`config.mk`:
```
export PLATFORM = sky130hd
export DESIGN_NAME = stopwatch_display
export DESIGN_NICKNAME = d
export VERILOG_FILES = /design/src/rtl/stopwatch_display.sv
export SDC_FILE = /design/constraint.sdc
export NUM_CORES = 1
export LEC_CHECK = 0
export CORE_ASPECT_RATIO = 0.8
export CORE_MARGIN = 2
export CORE_UTILIZATION = 53
export CTS_CLUSTER_SIZE = 16
export DETAILED_ROUTE_END_ITERATION = 8
export PLACE_DENSITY = 0.76
export SETUP_SLACK_MARGIN = 0.15
export SLEW_MARGIN = 30
export SYNTH_ARGS = -nofsm -noshare
export SYNTH_HDL_FRONTEND = slang
export SYNTH_SLANG_ARGS = --single-unit
```
`constraint.sdc`:
```
create_clock -name clk -period 1.8 [get_ports clk]
set_input_delay 0.18 -clock clk [delete_from_list [all_inputs] [get_ports clk]]
set_output_delay 0.18 -clock clk [all_outputs]
set_load 0.05 [all_outputs]
```
`src/rtl/stopwatch_display.sv`:
```
`timescale 1ns/1ps
// -----------------------------------------------------------------------------
// stopwatch_display
//
// Purpose:
//   Display back-end for the stopwatch core. A minutes/seconds/status snapshot
//   is taken once per display frame. It is converted to BCD by a sequential
//   double-dabble engine, then shown on a 4-digit multiplexed 7-segment display
//   as MM:SS. The colon (dp on digit 2) and the blanking depend on the status.
//
// Ports:
//   clk        in   system clock
//   rst        in   synchronous, active-high reset
//   minutes    in   [7:0] binary minutes (values above 99 clamp to 99)
//   seconds    in   [5:0] binary seconds (60..63 pass through unclamped)
//   status     in   [1:0] 00 IDLE, 01 RUNNING, 10 PAUSED, 11 reserved (dashes)
//   seg        out  [6:0] segments {g,f,e,d,c,b,a}
//   dp         out  decimal point / colon, lit only on digit 2
//   an         out  [3:0] digit enables, an[3]=minute tens .. an[0]=second units
//   conv_busy  out  high while a BCD conversion is in flight
//
// Optional build macro:
//   LEADING_ZERO_BLANK_EN - blank the minute-tens digit when it is 0.
//
// Converter FSM:
//   state    | meaning
//   ST_IDLE  | waiting for the next frame snapshot
//   ST_SHIFT | 8 add-3/shift steps on both lanes
//   ST_LOAD  | copy BCD result and status into the display registers
// -----------------------------------------------------------------------------
module stopwatch_display #(
    parameter int REFRESH_DIV    = 50000,
    parameter int BLINK_DIV      = 25000000,
    parameter bit SEG_ACTIVE_LOW = 1'b1
) (
    input  logic       clk,
    input  logic       rst,
    input  logic [7:0] minutes,
    input  logic [5:0] seconds,
    input  logic [1:0] status,
    output logic [6:0] seg,
    output logic       dp,
    output logic [3:0] an,
    output logic       conv_busy
);

    localparam int RW = (REFRESH_DIV > 1) ? $clog2(REFRESH_DIV) : 1;
    localparam int BW = (BLINK_DIV > 1) ? $clog2(BLINK_DIV) : 1;
    localparam logic [RW-1:0] REF_LAST   = RW'(REFRESH_DIV - 1);
    localparam logic [BW-1:0] BLINK_LAST = BW'(BLINK_DIV - 1);
    localparam logic [6:0]    POL7       = {7{SEG_ACTIVE_LOW}};
    localparam logic [3:0]    POL4       = {4{SEG_ACTIVE_LOW}};

    typedef enum logic [1:0] {
        ST_IDLE  = 2'd0,
        ST_SHIFT = 2'd1,
        ST_LOAD  = 2'd2
    } conv_state_t;

    conv_state_t r_state;
    conv_state_t w_state_nxt;

    logic [RW-1:0] r_ref_cnt;
    logic [BW-1:0] r_blink_cnt;
    logic          r_blink_on;
    logic [1:0]    r_digit;
    logic          r_started;
    logic [15:0]   r_min_sr;
    logic [15:0]   r_sec_sr;
    logic [2:0]    r_shift_cnt;
    logic [1:0]    r_snap_status;
    logic [7:0]    r_disp_min;
    logic [7:0]    r_disp_sec;
    logic [1:0]    r_disp_status;

    logic          w_ref_wrap;
    logic          w_snap;
    logic [7:0]    w_min_clamped;
    logic [3:0]    w_nib;
    logic [6:0]    w_seg_ah;
    logic          w_dp_ah;
    logic [3:0]    w_an_ah;

    // One double-dabble step on a {bcd[7:0], bin[7:0]} lane.
    function automatic logic [15:0] dabble_step(input logic [15:0] v_in);
        logic [15:0] v;
        v = v_in;
        if (v[11:8] >= 4'd5) v[11:8] = v[11:8] + 4'd3;
        if (v[15:12] >= 4'd5) v[15:12] = v[15:12] + 4'd3;
        return {v[14:0], 1'b0};
    endfunction

    // Active-high segment pattern {g,f,e,d,c,b,a}.
    function automatic logic [6:0] seg_decode(input logic [3:0] d);
        logic [6:0] s;
        case (d)
            4'd0:    s = 7'b0111111;
            4'd1:    s = 7'b0000110;
            4'd2:    s = 7'b1011011;
            4'd3:    s = 7'b1001111;
            4'd4:    s = 7'b1100110;
            4'd5:    s = 7'b1101101;
            4'd6:    s = 7'b1111101;
            4'd7:    s = 7'b0000111;
            4'd8:    s = 7'b1111111;
            4'd9:    s = 7'b1101111;
            default: s = 7'b0000000;
        endcase
        return s;
    endfunction

    assign w_ref_wrap    = (r_ref_cnt == REF_LAST);
    // A frame starts when the digit index rolls over from 0 to 3.
    assign w_snap        = w_ref_wrap && (r_digit == 2'd0) && (r_state == ST_IDLE);
    assign w_min_clamped = (minutes > 8'd99) ? 8'd99 : minutes;

    // Refresh and blink timing
    always_ff @(posedge clk) begin
        if (rst) begin
            r_ref_cnt   <= '0;
            r_digit     <= 2'd0;
            r_started   <= 1'b0;
            r_blink_cnt <= '0;
            r_blink_on  <= 1'b1;
        end else begin
            if (w_ref_wrap) begin
                r_ref_cnt <= '0;
                r_digit   <= r_digit - 2'd1;
                r_started <= 1'b1;
            end else begin
                r_ref_cnt <= r_ref_cnt + RW'(1);
            end
            if (r_blink_cnt == BLINK_LAST) begin
                r_blink_cnt <= '0;
                r_blink_on  <= ~r_blink_on;
            end else begin
                r_blink_cnt <= r_blink_cnt + BW'(1);
            end
        end
    end

    // Converter FSM
    always_ff @(posedge clk) begin
        if (rst) r_state <= ST_IDLE;
        else     r_state <= w_state_nxt;
    end

    always_comb begin
        w_state_nxt = r_state;
        case (r_state)
            ST_IDLE:  if (w_snap) w_state_nxt = ST_SHIFT;
            ST_SHIFT: if (r_shift_cnt == 3'd7) w_state_nxt = ST_LOAD;
            ST_LOAD:  w_state_nxt = ST_IDLE;
            default:  w_state_nxt = ST_IDLE;
        endcase
    end

    // Converter datapath; display registers are only written in ST_LOAD.
    always_ff @(posedge clk) begin
        if (rst) begin
            r_min_sr      <= '0;
            r_sec_sr      <= '0;
            r_shift_cnt   <= '0;
            r_snap_status <= 2'd0;
            r_disp_min    <= '0;
            r_disp_sec    <= '0;
            r_disp_status <= 2'd0;
            conv_busy     <= 1'b0;
        end else begin
            // Held through the LOAD edge, so it drops together with the new digits.
            conv_busy <= w_snap || (r_state != ST_IDLE);
            case (r_state)
                ST_IDLE: begin
                    if (w_snap) begin
                        r_min_sr      <= {8'd0, w_min_clamped};
                        r_sec_sr      <= {8'd0, 2'b00, seconds};
                        r_snap_status <= status;
                        r_shift_cnt   <= '0;
                    end
                end
                ST_SHIFT: begin
                    r_min_sr    <= dabble_step(r_min_sr);
                    r_sec_sr    <= dabble_step(r_sec_sr);
                    r_shift_cnt <= r_shift_cnt + 3'd1;
                end
                ST_LOAD: begin
                    r_disp_min    <= r_min_sr[15:8];
                    r_disp_sec    <= r_sec_sr[15:8];
                    r_disp_status <= r_snap_status;
                end
                default: ;
            endcase
        end
    end

    // Output pattern for the current digit, in active-high form.
    always_comb begin
        w_nib    = 4'd0;
        w_seg_ah = 7'b0000000;
        w_dp_ah  = 1'b0;
        w_an_ah  = 4'b0000;
        case (r_digit)
            2'd3:    w_nib = r_disp_min[7:4];
            2'd2:    w_nib = r_disp_min[3:0];
            2'd1:    w_nib = r_disp_sec[7:4];
            default: w_nib = r_disp_sec[3:0];
        endcase
        // Stay dark until the first refresh period has elapsed after reset.
        if (r_started && !(r_disp_status == 2'b10 && !r_blink_on)) begin
            w_an_ah = 4'b0001 << r_digit;
            if (r_disp_status == 2'b11) begin
                w_seg_ah = 7'b1000000;
            end else begin
                w_seg_ah = seg_decode(w_nib);
`ifdef LEADING_ZERO_BLANK_EN
                if (r_digit == 2'd3 && w_nib == 4'd0) w_seg_ah = 7'b0000000;
`endif
                if (r_disp_status == 2'b01)
                    w_dp_ah = (r_digit == 2'd2) && r_blink_on;
                else if (r_disp_status == 2'b10)
                    w_dp_ah = (r_digit == 2'd2);
            end
        end
    end

    always_ff @(posedge clk) begin
        if (rst) begin
            seg <= POL7;
            dp  <= SEG_ACTIVE_LOW;
            an  <= POL4;
        end else begin
            seg <= w_seg_ah ^ POL7;
            dp  <= w_dp_ah ^ SEG_ACTIVE_LOW;
            an  <= w_an_ah ^ POL4;
        end
    end

endmodule

```
==> flow_summary_export.csv <==
group,metric,value,unit
status,status,"finished with violations",
status,violations,"negative setup slack",
clock_tree,clock_path_buffers,2,
sta,layout_min_cycle_time,1.97,ns
die,start_util,53.7,%
logic_synthesis,syn_inst,597,
sta,setup-violations-final,38,
sta,slew_headroom,55.2,%
placement,io_buffers,30,
flow_run,maxCapViolCount,0,
logic_synthesis,synth_compound_area_share,11.5,%
worst_setup_path,crit_path_end,"seg[6]$_SDFF_PP1_",
clock_tree,cts_buffers,17,
placement,globalplace.congestion,0.853,
logic_synthesis,synth-edff-count,0,
worst_setup_path,startpoint,"r_digit[1]$_SDFFE_PP0N_",
clock_tree,clk_pin_slew,0.05,ns
logic_synthesis,synthSimpleGateAreaFrac,24.0,%
power,seqPwrFrac,40.9,%
sta,max_freq,0.507,GHz
logic_synthesis,synth_top_family_by_area,"simple AND/OR/NAND/NOR gates",
sta,hold_violations,0,
worst_setup_path,endpoint_kind,"flop",
global_route,grt_pass1_wl,20800,um
final_layout,fin_nets,717,
clock_tree,cts_tree,"yes",
logic_synthesis,synth_seq_area_share,45.0,%
clock_tree,clock_sinks,115,
worst_setup_path,crit_chain,"inv_2 -> ha_2 -> buf_4 -> a222oi_1 -> mux2i_4 -> buf_4 -> o31ai_2 -> o21ai_1",
logic_synthesis,syn_area_per_cell,8.57,um2
logic_synthesis,yosys.area_share.adder,5.38,%
clock_tree,clockRootBuffer,"clkbuf_16",
logic_synthesis,ys_types,50,
routing,ant_nets,0,
worst_setup_path,cp_slowest_cell,"dfxtp_4",
power,swShare,20.0,%
worst_setup_path,timing.rr.end,"seg[6]$_SDFF_PP1_",
logic_synthesis,syn_nets,637,
power,switchingPower,1.25,mW
worst_setup_path,critPathLaunchType,"flop",
clock_tree,holdBufCountCts,0,
worst_setup_path,worstRegToRegCells,8,
worst_setup_path,max_stage_delay,0.39,ns
logic_synthesis,ys_warn_count,0,
global_route,antenna_found_initial,0,
worst_setup_path,cp.arrival,2.26,ns
sta,rsz0062_at_grt,"true",
power,p_int,5.03,mW
routing,drtIter0Drc,405,
power,clkPwrFrac,56.7,%
logic_synthesis,synth.mux.area_fraction,2.59,%
routing,drt-vias-per-instance,5.66,
routing,wl_per_cell,16.9,um
routing,firstDrtPassIters,6,
clock_tree,worstSkewPairLatency,0.42,ns
power,p_leak,2.67,nW
placement,dpl.cell_count,759,
routing,wl,13700,um
global_route,grt_pass1_vias,4568,
die,fp.dieH,91.9,um
worst_setup_path,cpMostUsedCell,"buf_4",
worst_setup_path,crit_fanout,7,
logic_synthesis,async_reset_ff_share,0,%
worst_setup_path,worst-setup-path-type,"flop to flop",
min_path,hold_path.class,"input pin to flop",
power,ir_drop,0.679,mV
clock_tree,htree_levels,4,
routing,drc,0,
power,comb_power_share,2.4,%
final_layout,area_delta_synth_final,42.5,%
sta,final.setup.worst_slack,-0.172,ns
worst_setup_path,r2r-start,"r_digit[1]$_SDFFE_PP0N_",
placement,dp_slack,-0.125,ns
logic_synthesis,synth_area,5120,um2
die,die_area,10500,um2
logic_synthesis,synth_xor_area_share,7.70,%
final_layout,drive_gt1_share,31.1,%
routing,vias,4576,
final_layout,diodes,0,
power,total_power,6.28,mW
logic_synthesis,yosys_most_used_dff,"dfxtp_1",
placement,dpl.hpwl,7650,um
worst_setup_path,cp.required,2.09,ns
die,row_count,32,
worst_setup_path,rrSetupSlack,-0.17,ns
sta,fin_setup_tns,-2.54,ns
global_route,grt.total_usage,24.9,%
sta,fin_crit_sh,110,%
die,core-area,9530,um2
sta,clock_skew,0.00750,ns
logic_synthesis,ys_seq_elements,115,
global_route,overflow,0,
final_layout,final_cells,808,
global_route,grt_max_degree,64,
power,powerDensity,861,nW/um2
final_layout,fin_util,76.5,%
sta,worst_pin_slew,0.672,ns
sta,slew_viol_final,0,
die,die_width,114,um
die,pin_count,31,
[metrics by stage]
step                      hold slack, ns  area [um2]
after CTS                          0.112        6740
after global placement             0.440        5900
final                              0.137        7290
after detailed placement           0.449        5900
after global routing               0.158        7290
after floorplan                    0.320        5270
[power groups by stage]
stage	sequential [mW]	combinational [mW]	clock, mW
detailed placement	2.62	0.127	0
CTS	2.57	0.132	3.58
finish	2.57	0.148	3.56
global placement	2.62	0.124	0
global route	2.57	0.161	3.71
floorplan	2.62	0.0660	0
[synthesized netlist by cell type, drive strengths merged, types with 4 or more instances]
library cell	count	area share (%)
and2	4	0.49
nand2	78	5.7
clkbuf	25	1.8
o21ai	11	1.1
ha	22	5.4
nor4	6	1.1
and4	5	0.86
nor2	68	5.0
nor2b	5	0.61
nand4	5	0.61
a21oi	52	5.1
o22ai	4	0.49
inv	23	1.7
nand2b	8	0.98
nor3	9	0.88
mux2i	11	2.2
and3	9	1.1
dfxtp	115	45
xor2	25	4.3
a211oi	7	1.0
nand3	42	4.4
xnor2	20	3.4
a222oi	4	0.78
[cell usage in the layout, fill, tap and decap left out, drive strengths merged, types with 3 or more instances in the layout]
cell type,count
a211oi,7
a21oi,52
a222oi,4
a22oi,3
a31oi,3
and2,4
and3,9
and4,5
buf,57
bufinv,4
clkbuf,22
clkdlybuf4s50,16
clkinv,6
dfxtp,115
dlygate4sd2,13
ha,22
inv,23
mux2i,11
nand2,78
nand2b,8
nand3,42
nand4,5
nor2,68
nor2b,5
nor3,9
nor4,6
o21ai,11
o22ai,4
o31a,3
or2,3
xnor2,20
xor2,25
[cells by family (layout without fill, tap and decap cells)]
kind of cell / after synthesis / in the layout
AND/OR/NAND/NOR: 253 / 254
flip-flops: 115 / 115
AO/OA/AOI/OAI: 98 / 98
buffers and inverters: 51 / 142
XOR/XNOR: 45 / 45
adder cells (fa/ha/maj): 22 / 22
multiplexers: 13 / 13
[registers in the layout (all words and copies together) (netlist names)]
name,flops
r_digit,2
r_sec_sr,16
r_disp_sec,8
r_blink_on,1
r_snap_status,2
r_min_sr,16
an,4
r_started,1
r_disp_status,2
seg,7
r_state,2
r_disp_min,8
dp,1
r_ref_cnt,16
r_shift_cnt,3
r_blink_cnt,25
conv_busy,1
[final cells by class]
type                            instances  area (um2)
Multi-Input combinational cell        432        3250
Timing Repair Buffer                   88         865
Clock inverter                         11         158
Clock buffer                           20         467
Fill cell                             581        2240
Tap cell                              119         149
Inverter                               23        88.8
Sequential cell                       115        2320
[worst min path at each step]
| stage | end | slack (ns) | startpoint | cells past startpoint |
|---|---|---|---|---|
| 2_1_floorplan | r_sec_sr[0]$_SDFFE_PP0P_ | 0.32 | seconds[0] | 2 |
| 3_3_place_gp | r_sec_sr[8]$_SDFFE_PP0P_ | 0.44 | r_sec_sr[7]$_SDFFE_PP0P_ | 2 |
| 3_5_place_dp | r_disp_sec[3]$_SDFFE_PP0N_ | 0.45 | r_disp_sec[3]$_SDFFE_PP0N_ | 2 |
| 4_1_cts | r_blink_on$_SDFFE_PP1P_ | 0.11 | rst | 3 |
| 5_1_grt | r_blink_on$_SDFFE_PP1P_ | 0.16 | rst | 3 |
| 6_report | r_blink_on$_SDFFE_PP1P_ | 0.14 | rst | 3 |
[metal layers]
| layer | GRT usage [%] | routed length (um) |
|---|---|---|
| met1 | 29.2 | 5890 |
| met3 | 7.07 | 509 |
| met5 | 0 | 0 |
| met2 | 42.3 | 6900 |
| met4 | 11.1 | 365 |
[critical path, delay by kind of cell, from the launching register on]
kind,cells,cell delay [ns]
flip-flops,1,0.39
AO/OA/AOI/OAI,3,0.72
multiplexers,1,0.15
adder cells (fa/ha/maj),1,0.18
buffers and inverters,3,0.40
[what timing repair did]
item                                    in CTS  in global routing
gates cloned                                 0                  4
endpoints found under the setup margin     100                 89
gates resized for setup                     51                106
buffers inserted                             9                  5
pin swaps                                   18                 41
Note: power is estimated with default switching activity, not from simulation.
